==> config.mk <==
export PLATFORM = sky130hd
export DESIGN_NAME = accum_seq
export DESIGN_NICKNAME = d
export VERILOG_FILES = /design/src/rtl/accum_seq.sv
export SDC_FILE = /design/constraint.sdc
export NUM_CORES = 1
export LEC_CHECK = 0
export CORE_MARGIN = 2
export CORE_UTILIZATION = 35
export CTS_CLUSTER_DIAMETER = 200
export DETAILED_ROUTE_END_ITERATION = 12
export GPL_TIMING_DRIVEN = 0
export HOLD_SLACK_MARGIN = 0.08
export PLACE_DENSITY = 0.79
export SLEW_MARGIN = 20
export SYNTH_ARGS = -nofsm -noshare
export SYNTH_HDL_FRONTEND = slang
export SYNTH_SLANG_ARGS = --single-unit
==> constraint.sdc <==
create_clock -name clk -period 3.4 [get_ports clk]
set_input_delay 0.34 -clock clk [delete_from_list [all_inputs] [get_ports clk]]
set_output_delay 0.34 -clock clk [all_outputs]
set_load 0.02 [all_outputs]
==> src/rtl/accum_seq.sv <==
// Sequential accumulator: sums NSAMP 4-bit operands through an external adder and presents the
// wrapped result with a sticky overflow flag behind a valid/ready handshake.
module accum_seq #(
   parameter int unsigned NSAMP = 4
) (
   input  logic       clk,
   input  logic       rst_n,
   input  logic       start,
   input  logic       in_valid,
   input  logic [3:0] in_data,
   output logic       in_ready,
   output logic [3:0] add_m,
   output logic [3:0] add_n,
   input  logic [3:0] add_z,
   output logic       out_valid,
   input  logic       out_ready,
   output logic [3:0] result,
   output logic       ovf,
   output logic       busy
);

   typedef enum logic [1:0] {
      StIdle = 2'd0,
      StRun  = 2'd1,
      StDone = 2'd2
   } state_e;

   localparam logic [3:0] LastCnt = 4'(NSAMP - 1);

   state_e     state_q, state_d;
   logic [3:0] acc_q, acc_d;
   logic [3:0] cnt_q, cnt_d;
   logic       ovf_q, ovf_d;
   logic       start_run;
   logic       beat;
   logic       last_beat;

   assign start_run = (state_q == StIdle) && start;
   assign beat      = (state_q == StRun) && in_valid;
   assign last_beat = beat && (cnt_q == LastCnt);

   // State register
   always_ff @(posedge clk or negedge rst_n) begin
      if (!rst_n) begin
         state_q <= StIdle;
      end else begin
         state_q <= state_d;
      end
   end

   // Next-state logic
   always_comb begin
      state_d = state_q;
      unique case (state_q)
         StIdle: if (start)     state_d = StRun;
         StRun:  if (last_beat) state_d = StDone;
         StDone: if (out_ready) state_d = StIdle;
         default:               state_d = StIdle;
      endcase
   end

   // Output logic
   always_comb begin
      in_ready  = 1'b0;
      out_valid = 1'b0;
      busy      = 1'b0;
      unique case (state_q)
         StIdle: ;
         StRun: begin
            in_ready = 1'b1;
            busy     = 1'b1;
         end
         StDone: begin
            out_valid = 1'b1;
            busy      = 1'b1;
         end
         default: ;
      endcase
   end

   // Datapath: the accumulator only ever loads zero or the adder's sum
   always_comb begin
      acc_d = acc_q;
      cnt_d = cnt_q;
      ovf_d = ovf_q;
      if (start_run) begin
         acc_d = 4'd0;
         cnt_d = 4'd0;
         ovf_d = 1'b0;
      end else if (beat) begin
         acc_d = add_z;
         cnt_d = cnt_q + 4'd1;
         // A sum smaller than the old accumulator means bit 3 carried out
         ovf_d = ovf_q | (add_z < acc_q);
      end
   end

   always_ff @(posedge clk or negedge rst_n) begin
      if (!rst_n) begin
         acc_q <= 4'd0;
         cnt_q <= 4'd0;
         ovf_q <= 1'b0;
      end else begin
         acc_q <= acc_d;
         cnt_q <= cnt_d;
         ovf_q <= ovf_d;
      end
   end

   assign add_m  = acc_q;
   assign add_n  = in_data;
   assign result = acc_q;
   assign ovf    = ovf_q;

endmodule

==> results of run 1 <==
[registers in the layout (all words and copies together) (netlist names)]
signal,count
ovf,1
add_m,4
cnt_q,4
state_q,2
[worst max-delay path by stage]
stage | from | to | slack (ns) | cells past startpoint
floorplan | state_q[0] | state_q[0] | 1.78 | 4
global placement | in_valid | state_q[1] | 1.56 | 4
detailed placement | in_valid | state_q[1] | 1.50 | 4
CTS | state_q[1] | in_ready | 1.39 | 3
global route | state_q[1] | in_ready | 1.33 | 3
finish | state_q[1] | in_ready | 1.41 | 3
[logic make-up after synthesis]
kind of cell    Yosys count
compound gates           12
xor+xnor                  2
fa+ha+maj                 9
buf+inv                  17
flops                    11
mux                       2
simple gates             23
[worst max-delay path: stages, from the launching register on]
cell                              delay [ns]
sky130_fd_sc_hd__dfrtp_1                0.40
sky130_fd_sc_hd__inv_1                  0.12
sky130_fd_sc_hd__ha_1                   0.23
sky130_fd_sc_hd__clkdlybuf4s50_1        0.63
[area by class of cell]
| cell class | instances | area, sq um |
|---|---|---|
| Sequential cell | 11 | 275 |
| Fill cell | 196 | 926 |
| Multi-Input combinational cell | 48 | 325 |
| Clock buffer | 4 | 26.3 |
| Inverter | 7 | 26.3 |
| Tap cell | 27 | 33.8 |
| Timing Repair Buffer | 24 | 240 |
| Buffer | 10 | 68.8 |
[power by group]
part	internal [mW]	leakage [nW]	total [mW]	switching, mW
registers	0.184	0.146	0.229	0.0458
clock network	0.0454	0.0150	0.0897	0.0443
logic	0.264	0.293	0.520	0.256
total	0.493	0.453	0.839	0.346
[synthesized netlist by cell type (all sizes together)]
cell type and n:
xnor2 1, ha 9, clkbuf 1, nand3 3
xor2 1, o21ai 2, or3 1, mux2 2
and2 2, inv 7, buf 9, nor2 3
a222oi 1, nand2 13, dfrtp 11, o211ai 1
a21oi 8, nand4bb 1
[per-layer routing]
layer  global-route usage [%]  vias up  share of wire [%]
met5                        0        -                  0
met4                     10.0        0                2.6
met3                     3.70        4                4.2
met2                     25.7       17                 51
met1                     15.0      281                 42
li1                         -      300                  -
==> impl_metrics.xml, run 1 <==
<?xml version="1.0" encoding="UTF-8"?>
<metrics>
  <group name="place">
    <metric name="place.gp.congestion" unit="">0.729</metric>
    <metric name="dpl.cell_count" unit="">127</metric>
    <metric name="detailed_place.area" unit="sq um">970</metric>
    <metric name="pre_cts_ws" unit="ns">1.50</metric>
    <metric name="place_hpwl" unit="microns">1120</metric>
    <metric name="portBuffers" unit="">24</metric>
  </group>
  <group name="global_route">
    <metric name="first_global_vias" unit="">611</metric>
    <metric name="wire_length_of_the_first_global_routing_pass" unit="microns">2580</metric>
    <metric name="overall_overflow_remaining_after_global_route" unit="">0</metric>
    <metric name="grtUsageTotal" unit="%">14.5</metric>
    <metric name="grt_antenna_before_repair" unit="">0</metric>
    <metric name="grt_start_max_net_pins" unit="">12</metric>
  </group>
  <group name="clock_tree">
    <metric name="clock_path_buffers" unit="">2</metric>
    <metric name="clock_tree.root_cell" unit="">sky130_fd_sc_hd__clkbuf_4</metric>
    <metric name="cts_repair_resized_insts" unit="">0</metric>
    <metric name="cts_made_buffers" unit="">3</metric>
    <metric name="clock_latency" unit="ns">0.27</metric>
    <metric name="htreeDepth" unit="">1</metric>
    <metric name="number_of_setup_buffers_added_after_cts" unit="">0</metric>
    <metric name="path_clk_slew" unit="ns">0.07</metric>
    <metric name="clock_sink_count" unit="">11</metric>
    <metric name="cts_tree" unit="">yes</metric>
    <metric name="post_cts_hold_buffer_count" unit="">0</metric>
  </group>
  <group name="sta">
    <metric name="rsz0062_at_grt" unit="">no</metric>
    <metric name="min_period_over_period" unit="%">58.6</metric>
    <metric name="timing.final.crit_period" unit="ns">1.99</metric>
    <metric name="finalSetupTns" unit="ns">0</metric>
    <metric name="layout_setup_ws" unit="ns">1.41</metric>
    <metric name="pins_over_their_slew_limit" unit="">0</metric>
    <metric name="clock_skew" unit="ns">0.00308</metric>
    <metric name="worst_hold_margin" unit="ns">0.412</metric>
    <metric name="final-hold-violation-count" unit="">0</metric>
    <metric name="setup_violations" unit="">0</metric>
    <metric name="fmaxAchievable" unit="MHz">502</metric>
    <metric name="worst_slew_pin_slew" unit="ns">0.523</metric>
    <metric name="slew-limit-headroom" unit="%">65.0</metric>
  </group>
  <group name="synthesis">
    <metric name="synth_cell_type_count" unit="">19</metric>
    <metric name="post_synth_mux_area_share" unit="%">3.24</metric>
    <metric name="mappedNetlistArea" unit="sq um">696</metric>
    <metric name="synthDominantCellAreaShare" unit="%">39.6</metric>
    <metric name="synthesis.nets" unit="">98</metric>
    <metric name="cells_taking_the_most_area_after_synthesis" unit="">sky130_fd_sc_hd__dfrtp_1, sky130_fd_sc_hd__ha_1, sky130_fd_sc_hd__buf_4, sky130_fd_sc_hd__nand2_1, sky130_fd_sc_hd__a21oi_1</metric>
    <metric name="postSynthAreaPerCell" unit="sq um">9.15</metric>
    <metric name="syn-instance-count" unit="">76</metric>
    <metric name="yosys.area.top_type" unit="">sky130_fd_sc_hd__dfrtp_1</metric>
    <metric name="yosys.area_share.simple" unit="%">15.1</metric>
    <metric name="synth_compound_area_share" unit="%">9.71</metric>
    <metric name="synth_top_family_by_area" unit="">adder cells</metric>
    <metric name="synth_xor_area_share" unit="%">2.52</metric>
    <metric name="post_synth_fa_ha_maj_area_fraction" unit="%">16.2</metric>
    <metric name="synthesis.yosys.warnings" unit="">0</metric>
    <metric name="synth.yosys.seq_area_share" unit="%">39.6</metric>
    <metric name="synth-seq-cells" unit="">11</metric>
  </group>
  <group name="floorplanning">
    <metric name="fp.dieArea" unit="sq mm">0.00236</metric>
    <metric name="rows" unit="">16</metric>
    <metric name="die_width" unit="microns">48.6</metric>
    <metric name="initial_utilization" unit="%">36.2</metric>
    <metric name="ioPinCount" unit="">29</metric>
    <metric name="coreArea" unit="sq mm">0.00192</metric>
    <metric name="die_height" unit="microns">48.6</metric>
  </group>
  <group name="pwr">
    <metric name="totalPowerFinal" unit="mW">0.839</metric>
    <metric name="maximum_resistive_drop_on_vdd" unit="V">0.000335</metric>
    <metric name="total_leakage_power" unit="nW">0.453</metric>
    <metric name="p_per_area" unit="mW/mm^2">843</metric>
  </group>
  <group name="route">
    <metric name="detail_route.wl_per_cell" unit="microns">11.0</metric>
    <metric name="detailedRoute.firstIterationViolations" unit="">13</metric>
    <metric name="number_of_vias_in_the_routed_layout" unit="">602</metric>
    <metric name="remaining_drc_errors" unit="">0</metric>
    <metric name="postRouteWirelength" unit="microns">1440</metric>
    <metric name="antenna_violating_nets_post_route" unit="">0</metric>
    <metric name="vias_per_cell" unit="">4.60</metric>
    <metric name="drt-pass1-iter-count" unit="">4</metric>
  </group>
  <group name="final_layout">
    <metric name="finish.utilization" unit="%">51.8</metric>
    <metric name="antenna_cells_inserted" unit="">0</metric>
    <metric name="final_design_area_no_fill" unit="sq um">996</metric>
    <metric name="final_cells" unit="">131</metric>
    <metric name="area_growth" unit="%">43.2</metric>
    <metric name="leading_cell_types_in_the_layout_fill_and_taps_excluded" unit="">sky130_fd_sc_hd__clkdlybuf4s50_1, sky130_fd_sc_hd__nand2_1, sky130_fd_sc_hd__dfrtp_1</metric>
    <metric name="fin_nets" unit="">127</metric>
    <metric name="layout.cells.most_common" unit="">sky130_fd_sc_hd__clkdlybuf4s50_1</metric>
    <metric name="post_route_cells_drive_above_1_share" unit="%">13.5</metric>
  </group>
  <group name="worst_setup_path">
    <metric name="endpoint_kind" unit="">output port</metric>
    <metric name="timing.setup.critical_path_class" unit="">flip-flop to output port</metric>
    <metric name="crit_path_start_kind" unit="">flip-flop</metric>
    <metric name="cp_max_fo" unit="">5</metric>
    <metric name="ff2ff_path_depth" unit="">4</metric>
    <metric name="ff_to_ff_start" unit="">state_q[0]</metric>
    <metric name="worstReg2RegEnd" unit="">state_q[1]</metric>
    <metric name="arrival" unit="ns">1.65</metric>
    <metric name="ff2ff_setup_slack" unit="ns">1.70</metric>
    <metric name="timing.critical_path.required" unit="ns">3.06</metric>
  </group>
  <group name="min_path">
    <metric name="min_path_type" unit="">input port to asynchronous set/reset pin</metric>
  </group>
  <group name="flow_run">
    <metric name="max-cap-violations" unit="">0</metric>
  </group>
  <group name="status">
    <metric name="status" unit="">finished, final reports clean</metric>
  </group>
</metrics>
Note: power is estimated with default switching activity, not from simulation.
==> run 2, diff against run 1 <==
clock period = 1.9 ns   (was 3.4 ns; I/O delays follow)
==> impl_metrics.xml, run 2 (synthesis gave the netlist of run 1 again) <==
<?xml version="1.0" encoding="UTF-8"?>
<metrics>
  <group name="status">
    <metric name="status" unit="">finished, final reports clean</metric>
  </group>
  <group name="worst_setup_path">
    <metric name="path_cells" unit="">inv_1 -&gt; ha_1 -&gt; clkdlybuf4s50_1</metric>
    <metric name="ff2ff_setup_slack" unit="ns">0.20</metric>
    <metric name="arrival" unit="ns">1.58</metric>
    <metric name="critical_path.endpoint" unit="">out_valid</metric>
    <metric name="ff2ff_path_depth" unit="">4</metric>
    <metric name="endpoint_kind" unit="">output port</metric>
    <metric name="crit_path_start" unit="">state_q[0]</metric>
    <metric name="ff_to_ff_start" unit="">state_q[0]</metric>
    <metric name="critPathSlowestCell" unit="">sky130_fd_sc_hd__clkdlybuf4s50_1</metric>
    <metric name="critPathMaxStageDelay" unit="ns">0.61</metric>
    <metric name="worstReg2RegEnd" unit="">state_q[1]</metric>
    <metric name="timing.setup.critical_path_class" unit="">flip-flop to output port</metric>
    <metric name="timing.critical_path.required" unit="ns">1.71</metric>
    <metric name="crit_path_start_kind" unit="">flip-flop</metric>
    <metric name="cp_max_fo" unit="">4</metric>
  </group>
  <group name="clock_tree">
    <metric name="clock_tree.root_cell" unit="">sky130_fd_sc_hd__clkbuf_4</metric>
    <metric name="clock_latency" unit="ns">0.27</metric>
    <metric name="cts_made_buffers" unit="">3</metric>
    <metric name="clock_sink_count" unit="">11</metric>
    <metric name="clock_path_buffers" unit="">2</metric>
    <metric name="path_clk_slew" unit="ns">0.07</metric>
    <metric name="number_of_setup_buffers_added_after_cts" unit="">0</metric>
    <metric name="cts_tree" unit="">yes</metric>
    <metric name="htreeDepth" unit="">1</metric>
  </group>
  <group name="sta">
    <metric name="slew-limit-headroom" unit="%">65.0</metric>
    <metric name="layout_setup_ws" unit="ns">0.130</metric>
    <metric name="rsz0062_at_grt" unit="">no</metric>
    <metric name="worst_slew_pin_slew" unit="ns">0.523</metric>
    <metric name="clock_skew" unit="ns">0.00308</metric>
    <metric name="pins_over_their_slew_limit" unit="">0</metric>
    <metric name="setup_violations" unit="">0</metric>
    <metric name="min_period_over_period" unit="%">93.2</metric>
    <metric name="final-hold-violation-count" unit="">0</metric>
    <metric name="finalSetupTns" unit="ns">0</metric>
    <metric name="timing.final.crit_period" unit="ns">1.77</metric>
    <metric name="fmaxAchievable" unit="MHz">565</metric>
  </group>
  <group name="final_layout">
    <metric name="post_route_cells_drive_above_1_share" unit="%">13.5</metric>
    <metric name="fin_nets" unit="">127</metric>
    <metric name="layout.cells.most_common" unit="">sky130_fd_sc_hd__clkdlybuf4s50_1</metric>
    <metric name="leading_cell_types_in_the_layout_fill_and_taps_excluded" unit="">sky130_fd_sc_hd__clkdlybuf4s50_1, sky130_fd_sc_hd__nand2_1, sky130_fd_sc_hd__dfrtp_1</metric>
    <metric name="antenna_cells_inserted" unit="">0</metric>
    <metric name="area_growth" unit="%">43.9</metric>
    <metric name="fillCellCount" unit="">192</metric>
    <metric name="register_area" unit="sq um">275</metric>
    <metric name="footprint_of_the_multi_input_gates" unit="sq um">325</metric>
  </group>
  <group name="global_route">
    <metric name="first_global_vias" unit="">611</metric>
    <metric name="grtUsageTotal" unit="%">14.5</metric>
    <metric name="grt_antenna_before_repair" unit="">0</metric>
    <metric name="overall_overflow_remaining_after_global_route" unit="">0</metric>
    <metric name="grt_start_max_net_pins" unit="">12</metric>
    <metric name="wire_length_of_the_first_global_routing_pass" unit="microns">2580</metric>
  </group>
  <group name="floorplanning">
    <metric name="initial_utilization" unit="%">36.2</metric>
    <metric name="ioPinCount" unit="">29</metric>
    <metric name="rows" unit="">16</metric>
    <metric name="die_height" unit="microns">48.6</metric>
    <metric name="die_width" unit="microns">48.6</metric>
    <metric name="fp.dieArea" unit="sq mm">0.00236</metric>
    <metric name="coreArea" unit="sq mm">0.00192</metric>
  </group>
  <group name="flow_run">
    <metric name="max-cap-violations" unit="">0</metric>
  </group>
  <group name="place">
    <metric name="pre_cts_ws" unit="ns">0.151</metric>
    <metric name="place_hpwl" unit="microns">1120</metric>
    <metric name="portBuffers" unit="">24</metric>
    <metric name="place.gp.congestion" unit="">0.729</metric>
  </group>
  <group name="route">
    <metric name="met3_length" unit="microns">60</metric>
    <metric name="detailedRoute.firstIterationViolations" unit="">13</metric>
    <metric name="drt-pass1-iter-count" unit="">4</metric>
    <metric name="postRouteWirelength" unit="microns">1430</metric>
    <metric name="antenna_violating_nets_post_route" unit="">0</metric>
    <metric name="number_of_vias_in_the_routed_layout" unit="">603</metric>
    <metric name="detail_route.wirelength.met1" unit="microns">605</metric>
    <metric name="vias_per_cell" unit="">4.60</metric>
    <metric name="detail_route.wl_per_cell" unit="microns">10.9</metric>
    <metric name="route.met2.wl" unit="microns">729</metric>
    <metric name="remaining_drc_errors" unit="">0</metric>
    <metric name="top_signal_layer_used" unit="">met4</metric>
  </group>
  <group name="pwr">
    <metric name="maximum_resistive_drop_on_vdd" unit="V">0.000598</metric>
    <metric name="p_per_area" unit="mW/mm^2">1490</metric>
    <metric name="total_leakage_power" unit="nW">0.476</metric>
  </group>
  <group name="min_path">
    <metric name="min_path_type" unit="">input port to asynchronous set/reset pin</metric>
  </group>
</metrics>
==> run 2: changes by cell type in the layout (fill, tap and decap cells not counted), sizes merged <==
cell,before,now
dlymetal6s2s,0,2
clkdlybuf4s50,24,22
==> run 2: final cells by class <==
cell class | count | area share, %
tap | 27 | 3.38
clock buffer | 4 | 2.63
inverter | 7 | 2.63
timing repair buffer | 24 | 24.5
multi-input combinational | 48 | 32.5
sequential | 11 | 27.5
buffer | 10 | 6.88
==> run 2: worst min-delay path by stage <==
stage | from | slack, ns | endpoint | cells past startpoint
after floorplan | rst_n | -0.11 | add_m[0] | 0
after global placement | ovf | 0.46 | ovf | 2
after detailed placement | ovf | 0.48 | ovf | 2
after CTS | rst_n | 0.27 | state_q[0] | 1
after global routing | rst_n | 0.28 | state_q[0] | 1
final | rst_n | 0.26 | state_q[0] | 1
==> run 2: worst max-delay path, delay by kind of cell, from the launching register on <==
kind	cells	cell delay, ns
buffers and inverters	2	0.72
flip-flops	1	0.41
adder cells (fa/ha/maj)	1	0.18
==> run 2: metrics by stage <==
step / power, mW / cell area [sq um] / utilization [%] / hold slack [ns] / instances
after floorplan: 0.985 / 696 / - / -0.106 / 76
after global placement: 1.32 / 970 / 50.5 / 0.463 / 127
after detailed placement: 1.36 / 970 / 50.5 / 0.478 / 127
after CTS: 1.52 / 996 / 51.8 / 0.267 / 131
after global routing: 1.64 / 1000 / 52.1 / 0.285 / 131
final: 1.49 / 1000 / 52.1 / 0.262 / 131
==> run 2: report_power, final <==
part	switching (mW)	internal, mW	leakage (nW)
clock network	0.0792	0.0813	0.0150
logic	0.456	0.466	0.316
registers	0.0819	0.328	0.146
total	0.618	0.876	0.476
==> run 2: layer usage <==
| metal | track usage [%] | vias up |
|---|---|---|
| met5 | 0 | - |
| met4 | 10.0 | 0 |
| met3 | 3.70 | 4 |
| met2 | 25.7 | 17 |
| met1 | 15.0 | 282 |
| li1 | - | 300 |
==> run 2: what timing repair did <==
action / CTS / global route
endpoints found under the setup margin: 0 / 2
hold buffers: 0 / 0
gates resized for setup: 0 / 2
==> run 3, diff against run 2 <==
clock period = 1.85 ns   (was 1.9 ns; I/O delays follow)
==> impl_metrics.xml, run 3 (synthesis gave the netlist of run 1 again) <==
<?xml version="1.0" encoding="UTF-8"?>
<metrics>
  <group name="final_layout">
    <metric name="fillCellCount" unit="">193</metric>
    <metric name="final_design_area_no_fill" unit="sq um">1000</metric>
    <metric name="antenna_cells_inserted" unit="">0</metric>
    <metric name="finish.utilization" unit="%">52.0</metric>
    <metric name="fin_nets" unit="">127</metric>
    <metric name="post_route_cells_drive_above_1_share" unit="%">13.5</metric>
    <metric name="leading_cell_types_in_the_layout_fill_and_taps_excluded" unit="">sky130_fd_sc_hd__clkdlybuf4s50_1, sky130_fd_sc_hd__nand2_1, sky130_fd_sc_hd__dfrtp_1</metric>
    <metric name="layout.cells.most_common" unit="">sky130_fd_sc_hd__clkdlybuf4s50_1</metric>
    <metric name="area_growth" unit="%">43.7</metric>
  </group>
  <group name="worst_setup_path">
    <metric name="arrival" unit="ns">1.86</metric>
    <metric name="endpoint_kind" unit="">flip-flop</metric>
    <metric name="crit_path_start_kind" unit="">flip-flop</metric>
    <metric name="cp_max_fo" unit="">4</metric>
    <metric name="timing.critical_path.required" unit="ns">2.01</metric>
    <metric name="timing.setup.critical_path_class" unit="">flip-flop to flip-flop</metric>
  </group>
  <group name="flow_run">
    <metric name="max-cap-violations" unit="">0</metric>
  </group>
  <group name="pwr">
    <metric name="p_per_area" unit="mW/mm^2">1530</metric>
    <metric name="total_leakage_power" unit="nW">0.481</metric>
    <metric name="maximum_resistive_drop_on_vdd" unit="V">0.000612</metric>
    <metric name="totalPowerFinal" unit="mW">1.53</metric>
  </group>
  <group name="route">
    <metric name="number_of_vias_in_the_routed_layout" unit="">603</metric>
    <metric name="detailedRoute.firstIterationViolations" unit="">13</metric>
    <metric name="detail_route.wl_per_cell" unit="microns">11.0</metric>
    <metric name="remaining_drc_errors" unit="">0</metric>
    <metric name="vias_per_cell" unit="">4.60</metric>
    <metric name="antenna_violating_nets_post_route" unit="">0</metric>
    <metric name="drt-pass1-iter-count" unit="">4</metric>
    <metric name="postRouteWirelength" unit="microns">1440</metric>
  </group>
  <group name="sta">
    <metric name="slew-limit-headroom" unit="%">65.0</metric>
    <metric name="finalSetupTns" unit="ns">0</metric>
    <metric name="min_period_over_period" unit="%">91.9</metric>
    <metric name="final-hold-violation-count" unit="">0</metric>
    <metric name="fmaxAchievable" unit="MHz">588</metric>
    <metric name="pins_over_their_slew_limit" unit="">0</metric>
    <metric name="timing.final.crit_period" unit="ns">1.70</metric>
    <metric name="rsz0062_at_grt" unit="">no</metric>
    <metric name="setup_violations" unit="">0</metric>
    <metric name="clock_skew" unit="ns">0.00308</metric>
    <metric name="worst_slew_pin_slew" unit="ns">0.523</metric>
  </group>
  <group name="place">
    <metric name="place_hpwl" unit="microns">1120</metric>
    <metric name="detailed_place.area" unit="sq um">970</metric>
    <metric name="portBuffers" unit="">24</metric>
    <metric name="place.gp.congestion" unit="">0.729</metric>
  </group>
  <group name="floorplanning">
    <metric name="initial_utilization" unit="%">36.2</metric>
    <metric name="die_width" unit="microns">48.6</metric>
    <metric name="die_height" unit="microns">48.6</metric>
    <metric name="fp.dieArea" unit="sq mm">0.00236</metric>
    <metric name="ioPinCount" unit="">29</metric>
    <metric name="coreArea" unit="sq mm">0.00192</metric>
    <metric name="rows" unit="">16</metric>
  </group>
  <group name="min_path">
    <metric name="min_path_type" unit="">input port to asynchronous set/reset pin</metric>
  </group>
  <group name="global_route">
    <metric name="first_global_vias" unit="">611</metric>
    <metric name="grt_antenna_before_repair" unit="">0</metric>
    <metric name="grt_start_max_net_pins" unit="">12</metric>
    <metric name="grtUsageTotal" unit="%">14.5</metric>
    <metric name="overall_overflow_remaining_after_global_route" unit="">0</metric>
    <metric name="wire_length_of_the_first_global_routing_pass" unit="microns">2580</metric>
  </group>
  <group name="clock_tree">
    <metric name="clock_latency" unit="ns">0.27</metric>
    <metric name="clock_sink_count" unit="">11</metric>
    <metric name="path_clk_slew" unit="ns">0.07</metric>
    <metric name="cts_tree" unit="">yes</metric>
    <metric name="cts_made_buffers" unit="">3</metric>
    <metric name="clock_tree.root_cell" unit="">sky130_fd_sc_hd__clkbuf_4</metric>
    <metric name="clock_path_buffers" unit="">2</metric>
    <metric name="post_cts_hold_buffer_count" unit="">0</metric>
    <metric name="htreeDepth" unit="">1</metric>
    <metric name="number_of_setup_buffers_added_after_cts" unit="">0</metric>
  </group>
  <group name="status">
    <metric name="status" unit="">finished, final reports clean</metric>
  </group>
</metrics>
run 3: cell count changes in the layout (fill, tap and decap cells not counted):
cell                              previous run  this run
sky130_fd_sc_hd__dlygate4sd2_1               0         1
sky130_fd_sc_hd__clkdlybuf4s50_1            22        21
run 3: routing by layer:
layer	GRT usage [%]	vias to the layer above	routed length [microns]
li1	-	300	-
met1	15.0	282	608
met4	10.0	0	38
met5	0	-	0
met2	25.7	17	730
met3	3.70	4	60
run 3: power breakdown:
| part | internal, mW | switching, mW |
|---|---|---|
| sequential | 0.337 | 0.0841 |
| clock | 0.0835 | 0.0814 |
| combinational | 0.471 | 0.469 |
| total | 0.891 | 0.634 |
run 3: worst paths after layout:
kind / startpoint / end / slack (ns) / cells after the start
max: state_q[0] / state_q[1] / 0.15 / 4
min: rst_n / state_q[0] / 0.26 / 1
max reg2reg: state_q[0] / state_q[1] / 0.15 / 4
min reg2reg: ovf / ovf / 0.48 / 2
max in group asynchronous: rst_n / add_m[2] / 1.24 / 1
min in group clk: ovf / ovf / 0.48 / 2
run 3: worst max-delay path: stages (launching register included):
cell                       delay (ns)
sky130_fd_sc_hd__dfrtp_1         0.39
sky130_fd_sc_hd__inv_1           0.09
sky130_fd_sc_hd__ha_1            0.23
sky130_fd_sc_hd__a222oi_1        0.48
sky130_fd_sc_hd__mux2_2          0.39
run 3: layout make-up:
cell class	instances	area, sq um	area share [%]
multi-input combinational	48	325	32.5
clock buffer	4	26.3	2.63
inverter	7	26.3	2.63
buffer	10	68.8	6.88
tap	27	33.8	3.38
timing repair buffer	24	244	24.4
sequential	11	275	27.5
run 3: repair_timing:
| action | CTS | global route |
|---|---|---|
| hold endpoints to repair | 0 | 0 |
| resized for setup | 1 | 2 |
| setup endpoints to repair | 1 | 2 |
run 3: stage by stage:
stage	cells	setup WS, ns	hold WS [ns]
6_report	131	0.150	0.257
5_1_grt	131	0.0249	0.280
4_1_cts	131	0.0146	0.262
3_5_place_dp	127	0.106	0.478
3_3_place_gp	127	0.170	0.463
2_1_floorplan	76	0.232	-0.111
